--- src/rtl/cnn_layer_accel_conv_accum.sv ---
// Convolution accumulator: sums conv-array lane partials, accumulates over a configured
// depth, rounds/shifts/saturates each result and queues it in a small FWFT output FIFO.
module cnn_layer_accel_conv_accum #(
  parameter int C_MAX_WINDOW_SIZE   = 3,
  parameter int C_DSP_OUTPUT_WIDTH  = 48,
  parameter int C_ACCUM_WIDTH       = 60,
  parameter int C_CONV_RESULT_WIDTH = 16,
  parameter int C_FIFO_DEPTH        = 8,
  parameter int C_STALL_MARGIN      = 4
) (
  input  logic                                             clk,
  input  logic                                             rst,
  input  logic                                             count_init,
  input  logic [9:0]                                       cfg_depth,
  input  logic [5:0]                                       cfg_shift,
  input  logic [C_MAX_WINDOW_SIZE*C_DSP_OUTPUT_WIDTH-1:0]  i_datain,
  input  logic                                             datain_valid,
  output logic signed [C_CONV_RESULT_WIDTH-1:0]            dataout,
  output logic                                             dataout_valid,
  input  logic                                             dataout_ready,
  output logic                                             pipeline_active,
  output logic                                             overflow
);

  localparam int DW  = C_DSP_OUTPUT_WIDTH;
  localparam int AW  = C_ACCUM_WIDTH;
  localparam int R   = C_CONV_RESULT_WIDTH;
  localparam int FAW = $clog2(C_FIFO_DEPTH);

  localparam logic signed [AW:0] SAT_MAX = {{(AW-R+2){1'b0}}, {(R-1){1'b1}}};
  localparam logic signed [AW:0] SAT_MIN = {{(AW-R+2){1'b1}}, {(R-1){1'b0}}};

  // Rounding add is one bit wider than the accumulator so it can never wrap.
  function automatic logic signed [R-1:0] round_sat(input logic signed [AW-1:0] a,
                                                    input logic [5:0] sh);
    logic signed [AW:0] x;
    x = {a[AW-1], a};
    if (sh != 6'd0) begin
      x = x + (((AW+1)'(1)) << (sh - 6'd1));
      x = x >>> sh;
    end
    if (x > SAT_MAX)      x = SAT_MAX;
    else if (x < SAT_MIN) x = SAT_MIN;
    return x[R-1:0];
  endfunction

  logic [9:0]               depth;
  logic [5:0]               shift;
  logic [9:0]               count;
  logic                     last_sample;
  logic signed [DW-1:0]     lane;
  logic signed [AW-1:0]     lane_total;

  logic signed [AW-1:0]     sum_p1;
  logic                     vld_p1;
  logic signed [AW-1:0]     acc_p2;
  logic                     vld_p2;
  logic signed [R-1:0]      res_p3;
  logic                     vld_p3;

  logic signed [R-1:0]      mem [C_FIFO_DEPTH];
  logic [FAW-1:0]           wr_ptr;
  logic [FAW-1:0]           rd_ptr;
  logic [FAW:0]             occ;
  logic [FAW:0]             occ_next;
  logic                     full;
  logic                     pop;
  logic                     push_ok;

  always_comb begin
    lane_total = '0;
    lane       = '0;
    for (int n = 0; n < C_MAX_WINDOW_SIZE; n++) begin
      lane       = i_datain[n*DW +: DW];
      lane_total = lane_total + AW'(lane);
    end
  end

  assign last_sample   = (count == depth - 10'd1);
  assign dataout_valid = (occ != '0);
  assign full          = (occ == (FAW+1)'(C_FIFO_DEPTH));
  assign pop           = dataout_valid && dataout_ready;
  assign push_ok       = vld_p3 && (!full || pop);
  assign dataout       = dataout_valid ? mem[rd_ptr] : '0;

  always_comb begin
    occ_next = occ;
    if (push_ok) occ_next = occ_next + (FAW+1)'(1);
    if (pop)     occ_next = occ_next - (FAW+1)'(1);
  end

  // Control path: configuration, sample counter, stage valids, FIFO pointers and flags.
  always_ff @(posedge clk) begin
    if (!rst) begin
      depth           <= 10'd1;
      shift           <= '0;
      count           <= '0;
      vld_p1          <= 1'b0;
      vld_p2          <= 1'b0;
      vld_p3          <= 1'b0;
      wr_ptr          <= '0;
      rd_ptr          <= '0;
      occ             <= '0;
      pipeline_active <= 1'b1;
      overflow        <= 1'b0;
    end else begin
      if (count_init) begin
        depth <= (cfg_depth == 10'd0) ? 10'd1 : cfg_depth;
        shift <= cfg_shift;
        count <= '0;
      end else if (vld_p1) begin
        count <= last_sample ? 10'd0 : count + 10'd1;
      end
      // stage 1
      vld_p1 <= datain_valid && !count_init;
      // stage 2
      vld_p2 <= vld_p1 && !count_init && last_sample;
      // stage 3
      vld_p3 <= vld_p2 && !count_init;
      // FIFO write
      if (push_ok) wr_ptr <= wr_ptr + FAW'(1);
      if (pop)     rd_ptr <= rd_ptr + FAW'(1);
      occ             <= occ_next;
      pipeline_active <= (occ_next < (FAW+1)'(C_FIFO_DEPTH - C_STALL_MARGIN));
      if (vld_p3 && full && !pop) overflow <= 1'b1;
    end
  end

  // Data path: no reset, qualified by the stage valids.
  always_ff @(posedge clk) begin
    // stage 1
    if (datain_valid) sum_p1 <= lane_total;
    // stage 2: a zero count restarts the accumulation from the incoming sum
    if (vld_p1) acc_p2 <= ((count == 10'd0) ? '0 : acc_p2) + sum_p1;
    // stage 3
    if (vld_p2) res_p3 <= round_sat(acc_p2, shift);
    // FIFO write
    if (push_ok) mem[wr_ptr] <= res_p3;
  end

endmodule

--- config.mk ---
export PLATFORM = sky130hd
export DESIGN_NAME = cnn_layer_accel_conv_accum
export DESIGN_NICKNAME = d
export VERILOG_FILES = /design/src/rtl/cnn_layer_accel_conv_accum.sv
export SDC_FILE = /design/constraint.sdc
export NUM_CORES = 1
export LEC_CHECK = 0
export CORE_AREA = 2 2 269 205
export DETAILED_ROUTE_END_ITERATION = 6
export DIE_AREA = 0 0 271 207
export PLACE_DENSITY = 0.8
export SLEW_MARGIN = 20
export SYNTH_ARGS = -nofsm -noshare
export SYNTH_HDL_FRONTEND = slang
export SYNTH_SLANG_ARGS = --single-unit
--- constraint.sdc ---
create_clock -name clk -period 19.6 [get_ports clk]
set_input_delay 5.88 -clock clk [delete_from_list [all_inputs] [get_ports clk]]
set_output_delay 5.88 -clock clk [all_outputs]
set_load 0.01 [all_outputs]
==> key figures <==
Status
  • Status: complete, but fails checks
  • Failing checks: design-rule violations

STA
  • Worst-Margin Slew: 1.21 ns
  • Fin Clk Skew: 0.0181 ns
  • Fin. max-slew vios: 0
  • Final period util: 55.8%
  • Fin. Hold Viols: 0
  • Setup TNS: 0 ns
  • RSZ-0062 raised after global routing: no
  • Max Clk Rate: 91.4 MHz
  • Max-slew headroom: 18.9%
  • # setup viols final: 0
  • Tmin final: 10.94 ns

Min path
  • Hold crit path type: flop to flop
  • Hold depth: 2
  • Hold Crit Start: rd_ptr[1]

Placement
  • IO Port Bufs: 183
  • Cell Area, Placed: 31500 um^2
  • Final HPWL DP: 78100 um
  • Gpl congestion: 1.09
  • Placed Cells: 4031

Power
  • Psw: 861 uW
  • Combinational cell fraction of total power: 39.9%
  • Pwr Total: 2370 uW
  • Pwr dens: 72.9 nW/um^2
  • Internal power: 1510 uW
  • Clk pwr share: 26.1%
  • LEAKAGE: 0.0125 uW
  • Worst vdd ir: 0.0835 mV
  • Sw Ratio: 36.3%
  • Sequential Power Share: 34.1%

Clock network
  • Clk root buf: clkbuf_16
  • Post-CTS Hold Fix Bufs: 0
  • CTS Buf Count: 30
  • Htree depth: 1
  • Clock Path Buffers: 3
  • CTS tree: built
  • Worst-path clk slew: 0.06 ns
  • Setup Buffers After CTS: 0
  • Post-cts repair resize count: 0
  • Total clock sinks: 298
  • Clock Latency Late Sink: 0.62 ns

Layout
  • Non-Filler Instances: 4089
  • Area grow syn2layout: 11.9%
  • Post-route design area: 32500 um^2
  • Final #Nets: 3732
  • Fraction of layout cells with a size suffix above 1: 7.67%
  • # fillers: 4539

Floorplanning
  • Row Count: 74
  • CORE AREA: 53600 um^2
  • Die height: 207 um
  • Starting density of the core: 54.3%
  • Die area: 56100 um^2
  • Die Width: 271 um
  • # IOs: 184

Global route
  • Total Routing Usage GR: 35.4%
  • Vias in the first global route: 25900
  • Initial antenna violation count: 2
  • Gr ovfl total: 0
  • First-pass GRT wire length: 156000 um
  • Pin count of the biggest net entering global routing: 61

Setup path
  • FF-to-FF path depth: 22
  • Slowest stage cell, crit path: fa_1
  • Setup CP Type: primary input to flop
  • CP top delay family: compound AO/OA/AOI/OAI gates
  • CP Data Arrival Time: 11.31 ns
  • CP endpoint kind: flop
  • CP max FO: 4
  • Crit path top cell by count: o21ai_0
  • Buf/Inv on CP: 2
  • R2R Path End: res_p3[7]
  • Reg2Reg Setup Slack: 9.70 ns
  • Element type at the critical path start: primary input
  • Max incr delay on CP: 0.55 ns
  • CP Cell Sequence: clkdlybuf4s50_1 -> fa_1 -> ha_1 -> inv_1 -> fa_1 -> nor2b_1 -> o21a_1 -> o21ai_0 -> a21oi_1 -> o21ai_0 -> a211oi_1 -> o221ai_1 -> a31oi_1 -> o21a_1 -> nor2_1 -> o21ai_0 -> a41oi_1 -> nor4b_1 -> nor2_1 -> nand3_1 -> a32o_1
  • Worst EP required: 19.96 ns
  • R2R Path Start: shift[3]

Synthesis
  • Top-count cell post-synth: nor2_1
  • Post-synth EDFFs: 254
  • Ys flop type: edfxtp_1
  • Syn Inst Count: 3266
  • Post-synth top cells: nor2_1 (298), nand2_1 (283), edfxtp_1 (254), a21oi_1 (251), ha_1 (175)
  • Area leader, netlist: edfxtp_1
  • Total number of yosys warnings: 0
  • Cell area after synthesis: 29100 um^2
  • Avg Inst Size Synth: 8.91 um^2
  • Share of synthesized registers carrying an async set or reset: 0%
  • Post-synthesis sequential area ratio: 29.3%
  • Number of synthesized register bits: 298
  • Post-synth top area share: 26.2%
  • Mapped Nets: 3657
  • Synth top area cells: edfxtp_1 (26%), ha_1 (7.5%), mux4_2 (4.6%), a21oi_1 (4.3%), nor2_1 (3.8%)
  • Netlist cell types: 109

Routing
  • 1st-iter DRT viols: 4090
  • Vias: 28100
  • Total Wirelength: 102000 um
  • DR WL/cell: 24.9 um
  • DRC errors left: 1
  • Routed Antenna Nets: 0
  • First-pass iteration count of the detailed router: 7
  • Via-to-Cell Ratio: 6.87

Job
  • Max Cap Viol: 0
worst max path at each step:
stage | from | end | slack, ns | cells after the start
finish | i_datain[1] | sum_p1[58] | 8.66 | 21
global route | i_datain[1] | sum_p1[45] | 8.24 | 21
CTS | i_datain[1] | sum_p1[58] | 8.76 | 21
global placement | i_datain[1] | sum_p1[58] | 8.31 | 21
detailed placement | i_datain[1] | sum_p1[58] | 8.15 | 21
floorplan | i_datain[2] | sum_p1[42] | 9.41 | 17
routing by layer:
layer  global-route usage, %  wire length [um]
met2                    49.7             41000
met3                    12.0             15000
met1                    50.9             41900
met4                    11.3              4060
met5                       0                 0
stage by stage:
stage / hold WS, ns / util, % / setup slack, ns
after floorplan: 0.467 / - / 9.41
after global placement: 0.480 / 58.7 / 8.31
after detailed placement: 0.488 / 58.7 / 8.15
after CTS: 0.502 / 60.7 / 8.76
after global routing: 0.558 / 60.7 / 8.24
final: 0.500 / 60.7 / 8.66
power groups by stage:
stage	combinational (uW)	clock, uW	sequential, uW
detailed placement	912	0	818
CTS	920	626	805
finish	946	618	808
global route	1020	647	811
global placement	901	0	817
floorplan	639	0	791
state kept, by name, summed over array words and instances, names as in the netlist, named ones only:
name / cells
mem: 128
acc_p2: 60
sum_p1: 50
res_p3: 16
count: 10
depth: 10
shift: 6
occ: 4
rd_ptr: 3
wr_ptr: 3
overflow: 1
pipeline_active: 1
vld_p1: 1
vld_p2: 1
vld_p3: 1
placed cells by master, fill, tap and decap left out, types with 14 or more instances in the layout:
cell / instances
and2_1: 95
ha_1: 175
o31ai_1: 18
a21oi_1: 251
o21bai_1: 17
buf_4: 47
nor3b_1: 16
dfxtp_1: 35
and3_1: 33
inv_1: 74
nand3_1: 87
nand2_1: 283
edfxtp_1: 254
nor2_1: 295
nand2b_1: 27
o22ai_1: 14
a211o_1: 15
nor3_1: 99
xor2_1: 52
clkbuf_16: 30
fa_1: 51
o221ai_1: 14
mux4_2: 59
o21ai_1: 27
o211ai_1: 43
nor4_1: 36
clkdlybuf4s50_1: 182
mux2_2: 16
o21a_1: 33
mux2i_1: 99
o21ai_0: 157
a221oi_1: 24
a31oi_1: 22
nand4_1: 77
a21o_1: 84
a211oi_1: 70
nor2b_1: 43
xnor2_1: 115
cell families after synthesis:
| kind of cell | Yosys count | synth area share [%] |
|---|---|---|
| adder cells (fa/ha/maj) | 226 | 11.0 |
| flip-flops | 298 | 29.3 |
| AND/OR/NAND/NOR | 1168 | 19.8 |
| multiplexers | 174 | 8.60 |
| buffers and inverters | 267 | 3.67 |
| AO/OA/AOI/OAI | 964 | 22.5 |
| XOR/XNOR | 169 | 5.14 |
cell type report:
| cell class | count | area [um^2] | area share, % |
|---|---|---|---|
| multi-input cells | 2701 | 19600 | 60.2 |
| clock inverters | 26 | 307 | 0.942 |
| diodes | 2 | 5.00 | 0.0154 |
| clock buffers | 30 | 751 | 2.31 |
| repair buffers | 230 | 2180 | 6.70 |
| well taps | 722 | 903 | 2.78 |
| inverters | 80 | 300 | 0.923 |
| flip-flops and latches | 298 | 8520 | 26.2 |
worst reg2reg max path: stages, from the launching register on:
cell and delay (ns):
dfxtp_2 0.71, inv_2 0.38, buf_4 0.40, nor2_1 1.00, nand2_1 0.65, nor2_1 0.36
ha_1 0.37, and3_1 0.25, and2_1 0.19, a221oi_2 0.54, a211oi_1 0.39, o2111a_1 0.36
nor4_1 0.77, nor4_1 0.22, a21o_1 0.32, mux4_2 0.52, a221oi_1 0.44, o21ai_1 0.18
nor3_1 0.26, nand4_1 0.23, nor4_4 0.80, a21oi_1 0.23, o21ai_1 0.19
Note: power is estimated with default switching activity, not from simulation.
